--- src/rtl/wdt_top.sv ---
// APB watchdog timer.
// First expiry raises a level interrupt (STAT.TIMEOUT). A second expiry
// without a feed, with RST_EN set, drives a fixed-width active-low reset
// request to the reset generator. Single clock domain (pclk).
module wdt_top #(
  parameter int unsigned  RST_PULSE_W = 16,
  parameter logic [31:0]  FEED_VAL    = 32'h5A5A_A5A5
) (
  input  logic        pclk,
  input  logic        prst_n,
  input  logic        psel,
  input  logic        penable,
  input  logic        pwrite,
  input  logic [7:0]  paddr,
  input  logic [31:0] pwdata,
  output logic [31:0] prdata,
  output logic        pready,
  output logic        wdt_irq,
  output logic        rst_wdt_n
);

  localparam logic [7:0] ADDR_CTRL = 8'h00;
  localparam logic [7:0] ADDR_LOAD = 8'h04;
  localparam logic [7:0] ADDR_FEED = 8'h08;
  localparam logic [7:0] ADDR_CNT  = 8'h0C;
  localparam logic [7:0] ADDR_STAT = 8'h10;

  // Last value of the pulse counter before the reset request is released.
  localparam logic [7:0] PULSE_LAST = 8'(RST_PULSE_W - 32'd1);

  typedef enum logic [1:0] {
    ST_IDLE  = 2'd0,
    ST_COUNT = 2'd1,
    ST_WARN  = 2'd2,
    ST_RESET = 2'd3
  } state_t;

  state_t      state_r;
  state_t      state_nxt_s;
  logic [31:0] cnt_r;
  logic [31:0] cnt_nxt_s;
  logic [31:0] load_r;
  logic        en_r;
  logic        rst_en_r;
  logic        timeout_r;
  logic [7:0]  pulse_cnt_r;
  logic        rst_wdt_n_r;
  logic [31:0] prdata_s;

  logic        wr_s;
  logic        rd_s;
  logic        wr_ctrl_s;
  logic        wr_load_s;
  logic        wr_stat_s;
  logic        feed_s;
  logic        en_set_s;
  logic        en_clr_s;
  logic        cnt_zero_s;
  logic        set_timeout_s;
  logic        pulse_done_s;

  // APB access decode; everything is qualified by the access phase.
  assign wr_s       = psel & pwrite & penable;
  assign rd_s       = psel & ~pwrite & penable;
  assign wr_ctrl_s  = wr_s & (paddr == ADDR_CTRL);
  assign wr_load_s  = wr_s & (paddr == ADDR_LOAD);
  assign wr_stat_s  = wr_s & (paddr == ADDR_STAT);
  assign feed_s     = wr_s & (paddr == ADDR_FEED) & (pwdata == FEED_VAL);
  assign en_set_s   = wr_ctrl_s & pwdata[0];
  assign en_clr_s   = wr_ctrl_s & ~pwdata[0];
  assign cnt_zero_s = (cnt_r == 32'd0);

  // Next-state and counter update; priority: pulse, EN clear, feed, expiry.
  always_comb begin
    state_nxt_s   = state_r;
    cnt_nxt_s     = cnt_r;
    set_timeout_s = 1'b0;
    pulse_done_s  = 1'b0;
    case (state_r)
      ST_IDLE: begin
        cnt_nxt_s = load_r;
        if (en_set_s) begin
          state_nxt_s = ST_COUNT;
        end else begin
          state_nxt_s = ST_IDLE;
        end
      end
      ST_COUNT: begin
        if (en_clr_s) begin
          state_nxt_s = ST_IDLE;
          cnt_nxt_s   = load_r;
        end else if (feed_s) begin
          state_nxt_s = ST_COUNT;
          cnt_nxt_s   = load_r;
        end else if (cnt_zero_s) begin
          set_timeout_s = 1'b1;
          state_nxt_s   = ST_WARN;
          cnt_nxt_s     = load_r;
        end else begin
          state_nxt_s = ST_COUNT;
          cnt_nxt_s   = cnt_r - 32'd1;
        end
      end
      ST_WARN: begin
        if (en_clr_s) begin
          state_nxt_s = ST_IDLE;
          cnt_nxt_s   = load_r;
        end else if (feed_s) begin
          state_nxt_s = ST_COUNT;
          cnt_nxt_s   = load_r;
        end else if (cnt_zero_s) begin
          if (rst_en_r) begin
            state_nxt_s = ST_RESET;
            cnt_nxt_s   = cnt_r;
          end else begin
            state_nxt_s = ST_WARN;
            cnt_nxt_s   = load_r;
          end
        end else begin
          state_nxt_s = ST_WARN;
          cnt_nxt_s   = cnt_r - 32'd1;
        end
      end
      ST_RESET: begin
        if (pulse_cnt_r == PULSE_LAST) begin
          pulse_done_s = 1'b1;
          state_nxt_s  = ST_IDLE;
          cnt_nxt_s    = load_r;
        end else begin
          state_nxt_s = ST_RESET;
          cnt_nxt_s   = cnt_r;
        end
      end
      default: begin
        state_nxt_s = ST_IDLE;
        cnt_nxt_s   = load_r;
      end
    endcase
  end

  // State and counter registers.
  always_ff @(posedge pclk) begin
    if (!prst_n) begin
      state_r <= ST_IDLE;
      cnt_r   <= 32'hFFFF_FFFF;
    end else begin
      state_r <= state_nxt_s;
      cnt_r   <= cnt_nxt_s;
    end
  end

  // Reset pulse width counter; restarts from zero on every RESET entry.
  always_ff @(posedge pclk) begin
    if (!prst_n) begin
      pulse_cnt_r <= 8'd0;
    end else if (state_r == ST_RESET) begin
      pulse_cnt_r <= pulse_cnt_r + 8'd1;
    end else begin
      pulse_cnt_r <= 8'd0;
    end
  end

  // CTRL register; frozen during the reset pulse, cleared when it ends.
  always_ff @(posedge pclk) begin
    if (!prst_n) begin
      en_r     <= 1'b0;
      rst_en_r <= 1'b0;
    end else if (pulse_done_s) begin
      en_r     <= 1'b0;
      rst_en_r <= 1'b0;
    end else if (wr_ctrl_s && (state_r != ST_RESET)) begin
      en_r     <= pwdata[0];
      rst_en_r <= pwdata[1];
    end else begin
      en_r     <= en_r;
      rst_en_r <= rst_en_r;
    end
  end

  // LOAD register; zero would never expire sensibly, so it is stored as 1.
  always_ff @(posedge pclk) begin
    if (!prst_n) begin
      load_r <= 32'hFFFF_FFFF;
    end else if (wr_load_s) begin
      load_r <= (pwdata == 32'd0) ? 32'd1 : pwdata;
    end else begin
      load_r <= load_r;
    end
  end

  // STAT.TIMEOUT, write-1-to-clear; a simultaneous set takes precedence.
  always_ff @(posedge pclk) begin
    if (!prst_n) begin
      timeout_r <= 1'b0;
    end else if (set_timeout_s) begin
      timeout_r <= 1'b1;
    end else if (wr_stat_s && pwdata[0]) begin
      timeout_r <= 1'b0;
    end else begin
      timeout_r <= timeout_r;
    end
  end

  // Registered reset request, low for exactly the cycles spent in RESET.
  always_ff @(posedge pclk) begin
    if (!prst_n) begin
      rst_wdt_n_r <= 1'b1;
    end else begin
      rst_wdt_n_r <= (state_nxt_s != ST_RESET);
    end
  end

  // Combinational read mux; zero outside a read access.
  always_comb begin
    prdata_s = 32'd0;
    if (rd_s) begin
      case (paddr)
        ADDR_CTRL: prdata_s = {30'd0, rst_en_r, en_r};
        ADDR_LOAD: prdata_s = load_r;
        ADDR_CNT:  prdata_s = cnt_r;
        ADDR_STAT: prdata_s = {31'd0, timeout_r};
        default:   prdata_s = 32'd0;
      endcase
    end else begin
      prdata_s = 32'd0;
    end
  end

  assign prdata    = prdata_s;
  assign pready    = 1'b1;
  assign wdt_irq   = timeout_r;
  assign rst_wdt_n = rst_wdt_n_r;

endmodule

--- config.mk ---
export PLATFORM = sky130hd
export DESIGN_NAME = wdt_top
export DESIGN_NICKNAME = d
export VERILOG_FILES = /design/src/rtl/wdt_top.sv
export SDC_FILE = /design/constraint.sdc
export NUM_CORES = 1
export LEC_CHECK = 0
export CAP_MARGIN = 20
export CORE_MARGIN = 2
export CORE_UTILIZATION = 55
export CTS_CLUSTER_SIZE = 12
export DETAILED_ROUTE_END_ITERATION = 16
export GPL_TIMING_DRIVEN = 0
export PLACE_DENSITY = 0.85
export SYNTH_ARGS = -nofsm -noshare
export SYNTH_HDL_FRONTEND = slang
export SYNTH_SLANG_ARGS = --single-unit
--- constraint.sdc ---
create_clock -name pclk -period 7.4 [get_ports pclk]
set_clock_uncertainty 0.2 [all_clocks]
set_input_delay 1.11 -clock pclk [delete_from_list [all_inputs] [get_ports pclk]]
set_output_delay 1.11 -clock pclk [all_outputs]
set_load 0.02 [all_outputs]
Word-level counts from Yosys, hierarchy flattened
Index checks and enable logic that the tools add are counted.
Word-level totals
  output and inout bits: 35
  word-level logic and storage cells: 77
  input bits: 45
  register bits: 78
Cells by class
  bitwise operators: 14
  equality and inequality tests: 13
  multiplexer cells: 30
  add/subtract/negate cells: 2
  reductions and logical operators: 10
Operator list (number)
  $mux W32: 10
  $pmux W32 S4: 2
  $logic_not A32 Y1: 2
  $eq A32 B31 Y1 const B: 1
  $sub A32 B1 Y32 const B: 1
  $eq A8 B4 Y1 const B: 3
  $mux W2: 7
  $and A1 B1 Y1: 11
  $mux W1: 10
  $add A8 B1 Y8 const B: 1
  $eq A8 B3 Y1 const B: 1
  $eq A8 B5 Y1 const B: 1
  $logic_not A8 Y1: 1
  $pmux W2 S4: 1
  $ne A2 B2 Y1 const B: 3
  $ne A5 B5 Y1 const B: 1
  $eq A2 B2 Y1 const B: 2
  $reduce_and A2 Y1: 2
  $not A1 Y1: 3
  $eq A2 B1 Y1 const B: 1
  $logic_and A1 B1 Y1: 2
  $logic_not A2 Y1: 1
  $reduce_bool A2 Y1: 1
  $reduce_or A2 Y1: 1

Logic depth before layout (Yosys ltp)
Gate-level depths: netlist of the first run.
  word-level depth: 8
  gate-level depth with buffers: 10
  gate-level depth less buffers: 8

Worst setup path after synthesis of the first run
OpenSTA, ideal clock, no wires.
  path type: input -> output
  start: in paddr[3]
  end: out prdata[10]
  stages on the path: 4
  data arrival time: 2.340 ns
  required time: 6.090 ns
  slack: 3.750 ns
  buffers on the path: 2
  cells stage by stage: buf_1 -> buf_1 -> mux2i_1 -> nor2_1
Between the ends
  longest elaborated chain between the ends: 3
RTL lines
  start, declared: RTL line 14  | input logic [7:0] paddr,
  $eq A8 B5 Y1, or another cell as far along: RTL line 217  | case (paddr)
  $pmux W32 S4 (*): RTL line 217
  $mux W32 (*): RTL line 216  | if (rd_s) begin
  end, declared: RTL line 16  | output logic [31:0] prdata,
Mark *: on every way between the ends. The rest lies on a longest branch, timed or not.

Worst setup path after layout of the first run
Same ends and word-level chain as after synthesis.

==> results.ini, run 1 <==
[outcome]
run_status = completed

[synth]
synth_edf_count = 0
ys_warn_count = 0
netlist_area_mm2 = 0.00474
syn_area_per_cell_um2 = 7.84
synth_cell_type_count = 52
ys_seq_area_frac = 0.329
syn-instance-count = 605
async_flop_share = 0
synth_ff_type = dfxtp_1
syn-num-nets = 657
ys_ff_latch = 78

[clock_tree]
clock_sinks = 78
cts_buffers = 9
cts-root-buf = clkbuf_8
cts.clk_slew.worst_paths_ns = 0.09
ctsHoldBuffers = 0
cts_tree = done
clock_latency_ns = 0.37
cts_resized = 0
cts_setup_buffers = 0
clock_path_buffers = 2
htreeDepth = 3

[place]
gp_congestion = 0.980
dp_hpwl_um = 11700
dpl.cell_count = 788
dpl_cell_area_mm2 = 0.00566
portBuffers = 78

[pwr]
powerDensity_mw_per_mm2 = 143
max-vdd-ir-drop_mv = 0.100
leakage_nw = 2.46
finalPower_mw = 0.842

[die]
fp.dieArea_mm2 = 0.00938
core.rowCount = 33
coreArea_mm2 = 0.00830
start_util = 0.572
die_h_um = 96.9
die_width_um = 96.9
io-pin-count = 80

[worst_setup_path]
ff2ff_setup_slack_ns = 4.03
critPathMaxFanout = 10
end_kind = output port
reg2regPathDepth = 10
start_kind = primary input
cp_data_arrival_time_ns = 3.81
critical_path_class = in2out
r2r_start = cnt_r[0]
reg2reg_to = cnt_r[3]
required_ns = 6.09

[route]
drt-initial-drc-count = 526
vias_per_cell = 6.45
finalWirelength_um = 15800
vias = 5182
drt.antenna.violating_nets = 0
avgRoutedWirePerCell_um = 19.7
drc_errors = 0
dr.pass1.iters = 5

[final_layout]
postLayoutCellArea_mm2 = 0.00587
instances_no_fill = 804
nFillCells = 671
fin_util = 0.707
num-nets-final = 746
n_antenna_cell = 0
syn_to_final_growth_pct = 23.7
final_layout_size_suffix_gt1_frac = 0.0587

[global_routing]
grt_max_degree = 14
antenna_found_initial = 0
grt_use_total = 0.333
grt_pass1_vias = 5056
grt_pass1_wl_um = 25500
overflow = 0

[hold_path]
holdCritStartpoint = pulse_cnt_r[0]
hold_path_depth = 1
hold_class = reg2reg
worstHoldEndpoint = pulse_cnt_r[0]

[sta]
worst_pin_slew_ns = 0.811
max_clock_freq_mhz = 195
finalSetupViolCount = 0
fin_setup_tns_ns = 0
period_needed_ns = 5.12
finalHoldViolCount = 0
slew_headroom = 0.454
grt_setup_unrepaired = no
finalCritPeriodShare = 0.692
slew_viol_final = 0

[job]
drv_cap = 0

cells in the final DEF, fill, tap and decap left out, types with 5 or more instances in the layout:
cell | netlist | final
clkbuf_8 | 0 | 9
nand3_1 | 48 | 48
ha_1 | 7 | 7
a31oi_1 | 6 | 6
clkbuf_1 | 23 | 24
nor4_1 | 21 | 21
nor3_1 | 18 | 18
a21oi_1 | 8 | 8
or3_1 | 5 | 5
buf_2 | 6 | 6
a32oi_1 | 22 | 22
mux2i_1 | 60 | 60
o21ai_0 | 7 | 7
dfxtp_1 | 78 | 78
nand4_1 | 11 | 11
and3_1 | 6 | 6
nand2_1 | 97 | 97
nor2_1 | 54 | 54
clkdlybuf4s50_1 | 0 | 78
inv_1 | 33 | 33
buf_1 | 6 | 6
o211ai_1 | 23 | 23
worst max-delay path, stage by stage:
cell,delay (ns)
clkdlybuf4s50_1,0.54
buf_1,0.53
buf_1,0.66
mux2i_1,0.16
nor2_1,0.17
clkdlybuf4s50_1,0.63
sequential cells by signal, indices dropped and copies added, names as in the netlist:
name and cells:
rst_wdt_n 1, pulse_cnt_r 8, cnt_r 32, wdt_irq 1, state_r 2, en_r 1, rst_en_r 1, load_r 32
power breakdown:
part | internal [mW] | switching [mW] | total, mW | leakage [nW]
logic | 0.0305 | 0.0315 | 0.0619 | 1.72
registers | 0.419 | 0.000214 | 0.420 | 0.631
clock network | 0.190 | 0.171 | 0.361 | 0.106
total | 0.640 | 0.203 | 0.842 | 2.46
worst max-delay path by stage:
| stage | start | end | slack [ns] | cells past startpoint |
|---|---|---|---|---|
| finish | paddr[3] | prdata[10] | 2.28 | 6 |
| global route | paddr[3] | prdata[21] | 2.17 | 6 |
| CTS | paddr[3] | prdata[10] | 2.34 | 6 |
| detailed placement | paddr[3] | prdata[10] | 2.34 | 6 |
| global placement | paddr[3] | prdata[22] | 2.38 | 6 |
| floorplan | paddr[3] | prdata[10] | 3.75 | 4 |
metal layers:
layer / global-route usage / vias up / part of all wire
li1: - / 2370 / -
met1: 0.438 / 2409 / 0.41
met2: 0.518 / 352 / 0.45
met3: 0.0788 / 51 / 0.11
met4: 0.157 / 0 / 0.035
met5: 0 / - / 0
cell usage after synthesis (2+ instances only):
cell type | n | area, um2
a211o_1 | 3 | 26.3
a211oi_1 | 3 | 22.5
a211oi_2 | 4 | 50.1
a21oi_1 | 8 | 40.0
a31o_1 | 3 | 26.3
a31oi_1 | 6 | 37.5
a32oi_1 | 22 | 193
and2_1 | 4 | 25.0
and3_1 | 6 | 37.5
and4_1 | 3 | 26.3
buf_1 | 6 | 22.5
buf_2 | 6 | 30.0
buf_4 | 4 | 30.0
buf_6 | 4 | 45.0
clkbuf_1 | 23 | 86.3
dfxtp_1 | 78 | 1560
ha_1 | 7 | 87.6
inv_1 | 33 | 124
mux2i_1 | 60 | 601
nand2_1 | 97 | 364
nand2b_1 | 2 | 12.5
nand3_1 | 48 | 240
nand4_1 | 11 | 68.8
nor2_1 | 54 | 203
nor3_1 | 18 | 90.1
nor3b_1 | 2 | 15.0
nor4_1 | 21 | 131
nor4b_1 | 2 | 17.5
o211ai_1 | 23 | 173
o21a_1 | 2 | 15.0
o21ai_0 | 7 | 35.0
o221ai_1 | 4 | 35.0
or2_2 | 2 | 12.5
or3_1 | 5 | 31.3
or4_1 | 3 | 22.5
xnor2_1 | 3 | 26.3
xor2_1 | 3 | 26.3
kinds of logic (layout without fill, tap and decap cells):
group,after synthesis,after routing,synth area share
AOI/OAI and AO/OA,92,92,0.153
xor gates and xnor gates,6,6,0.0111
adders and majority gates,7,7,0.0185
buffers and inverters,76,170,0.0712
DFF,78,78,0.329
muxes,60,60,0.127
other,1,1,0.000791
and+or+nand+nor,285,285,0.290
layout make-up:
type                    count  area [um2]  share of cell area
plain buffers              43         214              0.0365
multi-input cells         451        2840               0.485
well taps                 105         131              0.0224
clock inverters             6        86.3              0.0147
flip-flops and latches     78        1560               0.266
inverters                  33         124              0.0211
repair buffers             78         781               0.133
clock buffers              10         128              0.0217
per-stage QoR:
step / hold slack, ns / setup WS [ns]
floorplan: 0.218 / 3.75
global placement: 0.230 / 2.38
detailed placement: 0.254 / 2.34
CTS: 0.273 / 2.34
global route: 0.292 / 2.17
finish: 0.265 / 2.28
Power figures use the tool's default switching activity.
==> run 2: changes to the inputs <==
Settings changed: CORE_UTILIZATION 55 to 49, PLACE_DENSITY 0.85 to 0.8.
Clock period 7.4 ns to 4.1 ns, I/O delays scaled along.
==> results.ini, run 2 (same netlist as run 1, synthesis figures left out) <==
[final_layout]
top_regs = cnt_r: 32 flops, load_r: 32 flops, pulse_cnt_r: 8 flops
instances_no_fill = 828  ; +3.0%
final_common_cell = nand2_1
num-nets-final = 746  ; unchanged
multiInputGateArea_mm2 = 0.00284  ; unchanged
postLayoutCellArea_mm2 = 0.00596  ; +1.5%
final_layout_size_suffix_gt1_frac = 0.0615  ; +0.00286
seqCellArea_mm2 = 0.00156  ; unchanged
final_cell_mix = nand2_1 (97), dfxtp_1 (78), clkdlybuf4s50_1 (78)
fin_util = 0.639  ; -0.0685
syn_to_final_growth_pct = 25.6
n_antenna_cell = 0  ; unchanged
nFillCells = 817  ; +22%

[sta]
timing.final.ws_setup_ns = 0.103  ; -2.18 ns
grt_setup_unrepaired = no
hold_ws_ns = 0.261  ; -0.00378 ns
slew_viol_final = 0  ; unchanged
period_needed_ns = 4.00
slew_headroom = 0.429  ; -0.0252
finalHoldViolCount = 0  ; unchanged
worst_pin_slew_ns = 0.853  ; +0.0413 ns
finalSetupViolCount = 0  ; unchanged
finalCritPeriodShare = 0.975
fin_setup_tns_ns = 0  ; unchanged
max_clock_freq_mhz = 250

[clock_tree]
clock_sinks = 78  ; unchanged
cts_setup_buffers = 0  ; unchanged
clock_path_buffers = 2  ; unchanged
cts.clk_slew.worst_paths_ns = 0.09  ; about the same
ctsHoldBuffers = 0  ; unchanged
cts_buffers = 9  ; unchanged
cts_tree = done
htreeDepth = 3  ; unchanged
clock_latency_ns = 0.36  ; about the same
cts_resized = 1  ; +1
cts-root-buf = clkbuf_8

[worst_setup_path]
start_kind = primary input
r2r_start = cnt_r[0]
crit_end = prdata[0]
max_stage_delay_ns = 0.63  ; -0.03 ns
cp_data_arrival_time_ns = 3.18  ; -0.63 ns
crit_buf_inv = 4  ; unchanged
cp_slowest_cell = clkdlybuf4s50_1
critical-path-top-delay-family = buffers and inverters
reg2reg_to = cnt_r[14]
required_ns = 3.28  ; -2.81 ns
critPathMaxFanout = 10  ; unchanged
path_depth = 6  ; unchanged
crit_start = paddr[3]
crit_chain = clkdlybuf4s50_1, buf_1, buf_1, a211oi_1, a21oi_1, clkdlybuf4s50_1
critical_path_class = in2out
reg2regPathDepth = 10  ; unchanged
ff2ff_setup_slack_ns = 0.80  ; -3.23 ns
end_kind = output port

[pwr]
pwr-share-clk = 0.478  ; +0.050
finalPower_mw = 1.66  ; +97%
leakage_nw = 2.49  ; +1.4%
switching_share = 0.219  ; -0.0214
intPower_mw = 1.30  ; +100%
powerDensity_mw_per_mm2 = 279  ; +94%
max-vdd-ir-drop_mv = 0.207  ; +110%
p_comb_frac = 0.066  ; -0.008
power_frac_seq = 0.456  ; -0.042
p_sw_mw = 0.364  ; +80%

[global_routing]
grt_pass1_vias = 4750  ; -6.1%
antenna_found_initial = 0  ; unchanged
grt_pass1_wl_um = 24500  ; -4.2%
grt_use_total = 0.301  ; -0.0323
grt_max_degree = 14  ; unchanged
overflow = 0  ; unchanged

[place]
dpl_cell_area_mm2 = 0.00569  ; +0.53%
pre_cts_ws_ns = 0.0104  ; -2.33 ns
dpl.cell_count = 812  ; +3.0%
gp_congestion = 0.921  ; -6.0%
portBuffers = 78  ; unchanged
dp_hpwl_um = 11600  ; -1.1%

[die]
coreArea_mm2 = 0.00933  ; +12%
start_util = 0.509  ; -0.0630
die_h_um = 102  ; +5.7%
core.rowCount = 35  ; +6.1%
io-pin-count = 80  ; unchanged
die_width_um = 102  ; +5.7%
fp.dieArea_mm2 = 0.0105  ; +12%

[outcome]
run_status = completed

[route]
dr.pass1.iters = 5  ; unchanged
drt-initial-drc-count = 614  ; +17%
finalWirelength_um = 15500  ; -2.2%
vias_per_cell = 6.26  ; -2.9%
drt.antenna.violating_nets = 0  ; unchanged
avgRoutedWirePerCell_um = 18.7  ; -5.0%
vias = 5183  ; +0.019%
drc_errors = 0  ; unchanged

[job]
drv_cap = 0  ; unchanged

[hold_path]
hold_class = reg2reg

-- run 2: cell type report --
cell class	instances	share of cell area
multi-input combinational	451	0.477
buffer	43	0.0363
inverter	33	0.0208
sequential	78	0.262
timing repair buffer	78	0.131
tap	129	0.0271
clock buffer	11	0.0237
clock inverter	5	0.0216
-- run 2: power groups by stage --
stage / sequential (mW) / clock, mW / combinational [mW]
global route: 0.758 / 0.826 / 0.116
detailed placement: 0.775 / 0 / 0.108
floorplan: 0.775 / 0 / 0.0386
finish: 0.757 / 0.795 / 0.110
CTS: 0.757 / 0.795 / 0.108
global placement: 0.775 / 0 / 0.106
-- run 2: worst register-to-register path: stages, from the launching register on --
cell and delay (ns):
dfxtp_1 0.43, inv_1 0.14, ha_1 0.21, nor4b_1 0.13, and4_1 0.25, a31oi_1 0.67, and3_1 0.29, buf_6 0.14
buf_2 0.35, mux2i_1 0.27, a32oi_1 0.08
-- run 2: worst min path at each step --
stage,start,endpoint,slack [ns],cells past startpoint
6_report,pulse_cnt_r[0],pulse_cnt_r[0],0.26,1
5_1_grt,pulse_cnt_r[0],pulse_cnt_r[0],0.30,1
3_5_place_dp,pulse_cnt_r[0],pulse_cnt_r[0],0.25,1
3_3_place_gp,pulse_cnt_r[0],pulse_cnt_r[0],0.23,1
4_1_cts,pulse_cnt_r[0],pulse_cnt_r[0],0.27,1
2_1_floorplan,pulse_cnt_r[0],pulse_cnt_r[0],0.22,1
-- run 2: metal layers --
metal  share of wire  track usage  routed length [um]  up-vias
met5               0            0                   0        -
met4           0.031        0.119                 483        0
met3           0.097       0.0561                1500       51
met2            0.45        0.477                7040      323
met1            0.42        0.407                6470     2432
li1                -            -                   -     2377
==> run 3: changes to the inputs <==
Settings changed: CAP_MARGIN 20 to unset, CTS_CLUSTER_SIZE 12 to 14, SKIP_LAST_GASP set to 1.
==> results of run 3 <==
Final layout, timing and power as in run 2 (identical DEF).
